<file path="config.mk">
export PLATFORM = sky130hd
export DESIGN_NAME = dma_axi_read_burster
export DESIGN_NICKNAME = d
export VERILOG_FILES = /design/src/rtl/dma_axi_pkg.sv /design/src/rtl/axi_burst_sizer.sv /design/src/rtl/dma_axi_read_burster.sv
export SDC_FILE = /design/constraint.sdc
export NUM_CORES = 1
export LEC_CHECK = 0
export ABC_AREA = 0
export CAP_MARGIN = 20
export CORE_MARGIN = 2
export CORE_UTILIZATION = 40
export DETAILED_ROUTE_END_ITERATION = 8
export HOLD_SLACK_MARGIN = 0.1
export PLACE_DENSITY = 0.72
export SLEW_MARGIN = 5
export SYNTH_ARGS = -nofsm -noshare
export SYNTH_HDL_FRONTEND = slang
export SYNTH_SLANG_ARGS = --single-unit
</file>
<file path="constraint.sdc">
create_clock -name clk -period 6.7 [get_ports clk]
set_input_delay 1.675 -clock clk [delete_from_list [all_inputs] [get_ports clk]]
set_output_delay 1.675 -clock clk [all_outputs]
set_load 0.05 [all_outputs]
</file>
<file path="src/rtl/dma_axi_pkg.sv">
// Shared AXI constants, FSM state encoding and helpers for the DMA read burster.
package dma_axi_pkg;

  localparam logic [1:0] BURST_INCR = 2'b01;
  localparam logic [1:0] RESP_OKAY  = 2'b00;
  localparam int         AXI_4K     = 4096;

  typedef enum logic [1:0] {
    ST_IDLE = 2'd0,
    ST_ADDR = 2'd1,
    ST_DATA = 2'd2,
    ST_DONE = 2'd3
  } state_e;

  // AXI size encoding: log2 of bytes per beat.
  function automatic logic [2:0] size_log2(input int data_w);
    logic [2:0] r;
    r = 3'd0;
    for (int i = 0; i < 8; i++) begin
      if ((1 << i) == (data_w / 8)) r = 3'(i);
    end
    return r;
  endfunction

endpackage

</file>
<file path="src/rtl/axi_burst_sizer.sv">
// Beat count of the next INCR burst: min(MAX_BURST, words left, beats to the 4 KB edge).
module axi_burst_sizer
  import dma_axi_pkg::*;
#(
  parameter int DATA_W    = 32,
  parameter int LEN_W     = 20,
  parameter int MAX_BURST = 16
) (
  input  logic [11:0]      i_addr_lo,
  input  logic [LEN_W-1:0] i_words_left,
  output logic [8:0]       o_burst
);

  localparam int         SHIFT  = int'(size_log2(DATA_W));
  localparam logic [12:0] MAXB  = 13'(MAX_BURST);

  logic [12:0] w_bytes_to_4k;
  logic [12:0] w_beats_to_4k;
  logic [31:0] w_words_ext;
  logic [12:0] w_words13;
  logic [12:0] w_min;

  assign w_bytes_to_4k = 13'(AXI_4K) - {1'b0, i_addr_lo};
  assign w_beats_to_4k = w_bytes_to_4k >> SHIFT;

  // Anything beyond 13 bits already exceeds every other bound, so saturate.
  assign w_words_ext = 32'(i_words_left);
  assign w_words13   = (w_words_ext > 32'd8191) ? 13'h1FFF : 13'(w_words_ext);

  always_comb begin
    w_min = MAXB;
    if (w_words13 < w_min)     w_min = w_words13;
    if (w_beats_to_4k < w_min) w_min = w_beats_to_4k;
  end

  assign o_burst = 9'(w_min);

endmodule

</file>
<file path="src/rtl/dma_axi_read_burster.sv">
// Turns one DMA databus read transfer into a chain of AXI4 INCR read bursts.
// Handshakes: AR transfers when m_arvalid & m_arready at a rising edge; R beats transfer
// when m_rvalid & m_rready; s_ready is a one-cycle data strobe with no backpressure.
module dma_axi_read_burster
  import dma_axi_pkg::*;
#(
  parameter int ADDR_W    = 32,
  parameter int DATA_W    = 32,
  parameter int LEN_W     = 20,
  parameter int MAX_BURST = 16
) (
  input  logic              clk,
  input  logic              rst,
  input  logic              s_valid,
  input  logic [ADDR_W-1:0] s_addr,
  input  logic [LEN_W-1:0]  s_len,
  output logic              s_ready,
  output logic [DATA_W-1:0] s_rdata,
  output logic              s_last,
  output logic [ADDR_W-1:0] m_araddr,
  output logic              m_arvalid,
  input  logic              m_arready,
  output logic [7:0]        m_arlen,
  output logic [2:0]        m_arsize,
  output logic [1:0]        m_arburst,
  input  logic [DATA_W-1:0] m_rdata,
  input  logic              m_rvalid,
  output logic              m_rready,
  input  logic              m_rlast,
  input  logic [1:0]        m_rresp,
  output logic              error,
  output logic [1:0]        o_dbg_state
);

  localparam logic [2:0] SIZE  = size_log2(DATA_W);
  localparam int         SHIFT = int'(SIZE);
  localparam int         BYTES = DATA_W / 8;

  state_e             r_state;
  state_e             w_next_state;
  logic [ADDR_W-1:0]  r_cur_addr;
  logic [LEN_W-1:0]   r_words_left;
  logic [8:0]         r_beats_in_burst;
  logic [8:0]         r_beat_cnt;
  logic               r_error;
  logic               r_zero_pulse;
  logic [8:0]         w_burst;
  logic               w_beat;
  logic               w_last_word;

  axi_burst_sizer #(
    .DATA_W    (DATA_W),
    .LEN_W     (LEN_W),
    .MAX_BURST (MAX_BURST)
  ) u_sizer (
    .i_addr_lo    (r_cur_addr[11:0]),
    .i_words_left (r_words_left),
    .o_burst      (w_burst)
  );

  assign w_beat      = (r_state == ST_DATA) && m_rvalid;
  assign w_last_word = (r_words_left == LEN_W'(1));

  always_ff @(posedge clk or posedge rst) begin
    if (rst) r_state <= ST_IDLE;
    else     r_state <= w_next_state;
  end

  always_comb begin
    w_next_state = r_state;
    case (r_state)
      ST_IDLE: if (s_valid) w_next_state = (s_len == '0) ? ST_DONE : ST_ADDR;
      ST_ADDR: if (m_arready) w_next_state = ST_DATA;
      ST_DATA: if (w_beat && m_rlast) w_next_state = w_last_word ? ST_DONE : ST_ADDR;
      ST_DONE: w_next_state = ST_IDLE;
      default: w_next_state = ST_IDLE;
    endcase
  end

  always_ff @(posedge clk or posedge rst) begin
    if (rst) begin
      r_cur_addr       <= '0;
      r_words_left     <= '0;
      r_beats_in_burst <= '0;
      r_beat_cnt       <= '0;
      r_error          <= 1'b0;
      r_zero_pulse     <= 1'b0;
    end else begin
      // A zero-length request answers with a lone strobe during DONE.
      r_zero_pulse <= (r_state == ST_IDLE) && s_valid && (s_len == '0);
      case (r_state)
        ST_IDLE: begin
          if (s_valid) begin
            r_cur_addr   <= s_addr;
            r_words_left <= s_len >> SHIFT;
            r_error      <= 1'b0;
          end
        end
        ST_ADDR: begin
          if (m_arready) begin
            r_beats_in_burst <= w_burst;
            r_beat_cnt       <= '0;
          end
        end
        ST_DATA: begin
          if (w_beat) begin
            r_words_left <= r_words_left - LEN_W'(1);
            r_cur_addr   <= r_cur_addr + ADDR_W'(BYTES);
            r_beat_cnt   <= r_beat_cnt + 9'd1;
            if (m_rresp != RESP_OKAY) r_error <= 1'b1;
          end
        end
        default: ;
      endcase
    end
  end

  always_comb begin
    s_ready   = 1'b0;
    s_rdata   = '0;
    s_last    = 1'b0;
    m_araddr  = '0;
    m_arvalid = 1'b0;
    m_arlen   = '0;
    m_arsize  = SIZE;
    m_arburst = BURST_INCR;
    m_rready  = 1'b0;
    case (r_state)
      ST_ADDR: begin
        m_arvalid = 1'b1;
        m_araddr  = r_cur_addr;
        m_arlen   = 8'(w_burst - 9'd1);
      end
      ST_DATA: begin
        m_rready = 1'b1;
        s_ready  = m_rvalid;
        s_rdata  = m_rvalid ? m_rdata : '0;
        s_last   = m_rvalid && w_last_word;
      end
      ST_DONE: begin
        s_ready = r_zero_pulse;
        s_last  = r_zero_pulse;
      end
      default: ;
    endcase
  end

  assign error       = r_error;
  assign o_dbg_state = r_state;

`ifndef SYNTHESIS
  a_rlast_position: assert property (@(posedge clk) disable iff (rst)
    (r_state == ST_DATA && m_rvalid) |-> (m_rlast == (r_beat_cnt == r_beats_in_burst - 9'd1)))
    else $error("rlast does not match the requested burst length");
`endif

endmodule
</file>
After elaboration in Yosys (flattened, before gate mapping)
Cells that the tools add are included.
{ "totals": {"reg_bits": 56, "inputBits": 92, "out_inout_bits": 84, "wordCells": 60} }
{ "classes": {"add_sub_neg": 4, "magnitude_cmp": 3, "n_eq_ne": 9, "n_mux": 27, "reduce_logical": 12} }
{ "op_table": {"columns": ["op", "n"], "rows": [
  ["32-bit 2-to-1 mux", 5],
  ["32-bit one-hot mux with 2 select lines", 1],
  ["20-bit 2-to-1 mux", 2],
  ["20-bit one-hot mux with 2 select lines", 1],
  ["32-bit by 3-bit adder with 32-bit output, second input constant", 1],
  ["13-bit 2-to-1 mux", 2],
  ["20-bit by 1-bit == test with 1-bit output, second input constant", 1],
  ["20-bit by 13-bit > comparator with 1-bit output, second input constant", 1],
  ["20-bit zero test", 1],
  ["20-bit by 1-bit subtractor with 20-bit output, second input constant", 1],
  ["8-bit 2-to-1 mux", 2],
  ["11-bit by 13-bit less-than comparator with 1-bit output", 1],
  ["13-bit by 5-bit less-than comparator with 1-bit output, second input constant", 1],
  ["13-bit by 12-bit subtractor with 13-bit output, first input constant", 1],
  ["2-bit 2-to-1 mux", 5],
  ["2-bit one-hot mux with 4 select lines", 1],
  ["8-bit by 1-bit subtractor with 8-bit output, second input constant", 1],
  ["2-bit != test, second input constant", 3],
  ["1-bit one-hot mux with 2 select lines", 3],
  ["3-bit AND reduction", 2],
  ["1-bit logical AND", 5],
  ["1-bit 2-to-1 mux", 5],
  ["2-bit == test, second input constant", 2],
  ["2-bit by 1-bit != test with 1-bit output, second input constant", 2],
  ["other kinds (4)", 5]
]} }

Logic depth before layout (Yosys ltp)
{ "depth": {"ltp_word": 8, "ltp_mapped": 21, "depth_no_buf": 19} }

Hierarchy
From an unflattened synthesis, not the netlist that was laid out.
{ "unflattened": {"cells_unflattened": 616, "area_unflattened_um2": 4728.3} }
{ "modules_own_cells": {"columns": ["mod", "instances", "cells_each", "area_each_um2", "seq_area_each_um2"], "rows": [
  ["dma_axi_read_burster", 1, 544, 4116.4, 1401.3],
  ["axi_burst_sizer", 1, 72, 611.8, 0.0]
]} }

Worst setup path after synthesis
No wires, ideal clock.
{ "synth_timing": {"path_type": "register -> output", "startpoint": "register r_words_left[4]", "endpoint": "output port m_arlen[4]", "t_arrival_ns": 5.240, "required_time_ns": 5.025, "path_slack_ns": -0.215, "path_stages_with_launch": 18, "path_cell_list": "dfrtp_1 or4_4 or3_2 nor2_1 nand2_1 ha_1 a21o_1 a221o_1 a221oi_1 and2_1 buf_6 o21a_1 ha_1 inv_1 a211oi_1 xor2_1 nor2_1 a311oi_1"} }
{ "synth_via": {"elab_chain_cells": 8} }
{ "synth_rtl": {"columns": ["item", "line_no", "source"], "rows": [
  ["start: declaration", "dma_axi_read_burster.sv:42", "logic [LEN_W-1:0] r_words_left;"],
  ["start signal: assignment", "dma_axi_read_burster.sv:95", "r_words_left <= s_len >> SHIFT;"],
  ["start signal: assignment", "dma_axi_read_burster.sv:107", "r_words_left <= r_words_left - LEN_W'(1);"],
  ["20-bit by 13-bit > comparator with 1-bit output", "axi_burst_sizer.sv:28", "assign w_words13 = (w_words_ext > 32'd8191) ? 13'h1FFF : 13'(w_words_ext);"],
  ["13-bit 2-to-1 mux (*)", "axi_burst_sizer.sv:28", null],
  ["13-bit by 5-bit less-than comparator with 1-bit output", "axi_burst_sizer.sv:32", "if (w_words13 < w_min) w_min = w_words13;"],
  ["13-bit 2-to-1 mux (*)", "axi_burst_sizer.sv:32", null],
  ["11-bit by 13-bit less-than comparator with 1-bit output", "axi_burst_sizer.sv:33", "if (w_beats_to_4k < w_min) w_min = w_beats_to_4k;"],
  ["8-bit 2-to-1 mux (*)", "axi_burst_sizer.sv:33", null],
  ["8-bit by 1-bit subtractor with 8-bit output (*)", "dma_axi_read_burster.sv:132", "m_arlen = 8'(w_burst - 9'd1);"],
  ["8-bit 2-to-1 mux (*)", "dma_axi_read_burster.sv:128", "case (r_state)"],
  ["end: declaration", "dma_axi_read_burster.sv:23", "output logic [7:0] m_arlen,"]
]} }
Every way passes the cells marked *; elsewhere a longest branch is shown, timed or not.

Final worst setup path
{ "layout_timing": {"startpoint": "register r_words_left[14]", "endpoint": "output port m_arlen[6]"} }
{ "layout_via": {"elab_chain_cells": 8} }
{ "layout_rtl": {"columns": ["item", "line_no"], "rows": [
  ["20-bit by 13-bit > comparator with 1-bit output (*)", "axi_burst_sizer.sv:28"],
  ["13-bit 2-to-1 mux (*)", "axi_burst_sizer.sv:28"],
  ["13-bit by 5-bit less-than comparator with 1-bit output", "axi_burst_sizer.sv:32"],
  ["13-bit 2-to-1 mux (*)", "axi_burst_sizer.sv:32"],
  ["11-bit by 13-bit less-than comparator with 1-bit output", "axi_burst_sizer.sv:33"],
  ["8-bit 2-to-1 mux (*)", "axi_burst_sizer.sv:33"],
  ["8-bit by 1-bit subtractor with 8-bit output (*)", "dma_axi_read_burster.sv:132"],
  ["8-bit 2-to-1 mux (*)", "dma_axi_read_burster.sv:128"]
]} }
Marks and branches as above.

==> results.txt <==
Top cell type's share of synthesized area = 30.9%
Lkg Pwr = 2.57 nW
Final WS setup = 0.249 ns
Worst Path Required = 5.03 ns
Via count = 5120
Row cnt = 38
Root buffer cell = clkbuf_16
Critical-path top delay cell = nor4_1
EDFF count, synth = 0
Synthesized cell area = 4540 sq um
Worst skew pair latency = 0.29 ns
Layout Nets = 855
Wirelength per Cell = 16.8 microns
Final instance area = 6600 sq um
Die width = 111 microns
Top post-synthesis cells by area = dfrtp_1 (31%), a21oi_1 (7.6%), o21ai_0 (5.7%), and3_1 (5.1%), nor2_1 (4.7%)
Crit-path cells = nor4_1 -> nand3_1 -> nor2_4 -> nand2_1 -> ha_1 -> a21o_1 -> a221o_1 -> a221oi_2 -> buf_4 -> a2111oi_0 -> a21oi_1 -> ha_2 -> inv_1 -> nor2_1 -> nor4b_4 -> xnor2_1 -> o31ai_2 -> buf_12
Pins Over Slew Limit = 0
Pin count of the biggest net entering global routing = 69
Die Span Y = 111 microns
Layout cell share with drive strength beyond 1 = 6.83%
TritonCTS clock tree = built
Pwr dens = 453 nW/um^2
Mean Syn Cell Area = 7.55 sq um
Utilization after layout = 60.4%
Yosys cell types = 61
IO Port Bufs = 170
Delay of the slowest critical-path stage = 0.54 ns
Slew @ Worst Pin = 0.972 ns
Async set-reset flop share out of synthesis = 100%
Most numerous cell in the Yosys netlist = a21oi_1
Top cells by instance count after synthesis = a21oi_1 (69), nor2_1 (57), dfrtp_1 (56)
Worst R2R Path Depth = 7
Clock Path Buffers = 2
Post-Route WL = 14900 microns
CTS Sinks = 56
Io pins = 176
Drt first pass iters = 5
Vias per cell = 5.77
Synth-to-layout area growth = 45.5%
Hold path endpoint = error
Total core area = 10900 sq um
Starting Density = 41.5%
Initial antenna violation count = 0
Hold_sp = error
FMAX = 0.155 GHz
Worst hold path type = reg2reg
ANT nets after route = 0
Gr ovfl total = 0
DR iter-0 viols = 343
Worst-case vdd ir drop = 0.375 mV
Yosys Warn Count = 0
Reg-to-reg critical path endpoint = r_words_left[9]
Final hold vios = 0
GPL Wtd Cong = 0.914
Detail Placement HPWL = 10900 microns
Ys flop type = dfrtp_1
Fin crit period = 6.45 ns
Antenna Cells = 0
Fin crit share = 96.3%
H-Tree Depth = 2
Leading area contributor after synthesis = dfrtp_1
Hold Crit Depth = 2
WS Path Type = reg2out
Worst r2r src = o_dbg_state[0]
Die area = 12200 sq um
Final setup vio count = 0
Post-synthesis register bit count = 56
Arrival time worst endpoint = 4.78 ns
Worst slack at placement = 0.197 ns
Reported max-cap violation count = 0
First-pass GRT wire length = 24100 microns
Cells after synthesis = 601
Peak fanout along the critical path = 5
Number of global-route vias before repair = 4924
Placed instance area = 6330 sq um
Worst reg2reg setup slack = 3.14 ns
Critical Path Start Type = flop
Total GRT Usage = 23.1%
Rel. slew slack = 35.1%
Seq/Total Area, Yosys = 30.9%
Worst-path clk slew = 0.08 ns
Status = finished, final reports clean
Setup crit end kind = output port
Total power = 2.99 mW
Cts bufs inserted = 5
Final Skew = 0.0121 ns
# DRC = 0
==> cell type report <==
type | instances | area, sq um
repair buffers | 183 | 1830
clock inverters | 1 | 30.0
multi-input cells | 492 | 3000
fillers | 968 | 4330
inverters | 10 | 37.5
well taps | 140 | 175
clock buffers | 5 | 125
flip-flops and latches | 56 | 1400
==> worst max-delay path: cells and delay by family (launching register included) <==
kind / cells / cell delay (ns)
AND/OR/NAND/NOR: 6 / 1.57
adder cells (fa/ha/maj): 2 / 0.52
flip-flops: 1 / 0.42
buffers and inverters: 3 / 0.44
AO/OA/AOI/OAI: 6 / 1.40
XOR/XNOR: 1 / 0.11
==> state kept, by name, indices dropped and copies added (netlist names) <==
signal	flops
r_zero_pulse	1
o_dbg_state	2
r_cur_addr	32
error	1
r_words_left	20
==> per-stage QoR <==
step           TNS [ns]  cells  hold slack (ns)
2_1_floorplan         0    610            0.470
6_report              0    887            0.503
3_5_place_dp          0    877            0.493
3_3_place_gp          0    877            0.482
4_1_cts               0    883            0.509
5_1_grt          -0.117    887            0.537
==> power by group <==
part / switching, mW / internal [mW]
combinational: 1.24 / 0.732
sequential: 0.235 / 0.495
clock: 0.119 / 0.173
==> worst max-delay path by stage <==
stage          slack, ns        startpoint  cells past startpoint    endpoint
3_3_place_gp        0.37   r_words_left[4]                     17  m_arlen[6]
4_1_cts             0.04   r_words_left[4]                     18  m_arlen[6]
2_1_floorplan       0.22   r_words_left[4]                     17  m_arlen[6]
5_1_grt            -0.07     r_cur_addr[3]                     19  m_arlen[6]
3_5_place_dp        0.20   r_words_left[4]                     17  m_arlen[6]
6_report            0.25  r_words_left[14]                     18  m_arlen[6]
==> logic make-up after synthesis <==
family | count (synthesis) | synth area share (%)
multiplexers | 4 | 1.05
other | 2 | 0.165
AND/OR/NAND/NOR | 260 | 30.3
AO/OA/AOI/OAI | 185 | 24.5
adder cells (fa/ha/maj) | 15 | 4.14
buffers and inverters | 62 | 5.71
flip-flops | 56 | 30.9
XOR/XNOR | 17 | 3.28
==> layout by cell type, fill, tap and decap left out, types with 3 or more instances in the layout <==
| master | count |
|---|---|
| nor2b_1 | 4 |
| clkdlybuf4s50_1 | 166 |
| o22ai_1 | 14 |
| o22a_1 | 4 |
| o21ai_0 | 51 |
| clkbuf_16 | 5 |
| xnor2_1 | 10 |
| or3_1 | 5 |
| ha_1 | 14 |
| and3_1 | 37 |
| inv_1 | 8 |
| o2bb2a_1 | 3 |
| conb_1 | 11 |
| o21a_1 | 3 |
| nand4_1 | 14 |
| nor2_1 | 56 |
| dfrtp_1 | 55 |
| a21oi_1 | 68 |
| o32ai_1 | 3 |
| nand2b_1 | 4 |
| and2_1 | 31 |
| nor4_1 | 11 |
| xor2_1 | 5 |
| a22oi_1 | 4 |
| or4_1 | 5 |
| nand3_1 | 22 |
| a31oi_1 | 7 |
| nor3_1 | 19 |
| nand2_1 | 38 |
| buf_4 | 14 |
==> what timing repair did <==
action	4_1_cts	5_1_grt
endpoints found under the setup margin	2	3
hold buffers	0	0
pin swaps	0	2
gates resized for setup	4	11
buffers inserted	0	3
cloned	0	0
==> metal layers <==
metal | vias to the layer above | track usage (%) | routed length [microns]
met4 | 0 | 3.92 | 175
met2 | 211 | 40.5 | 7410
met1 | 2400 | 30.4 | 6340
li1 | 2488 | - | -
met3 | 21 | 3.79 | 983
met5 | - | 0 | 0
(Power assumes the default switching activity.)
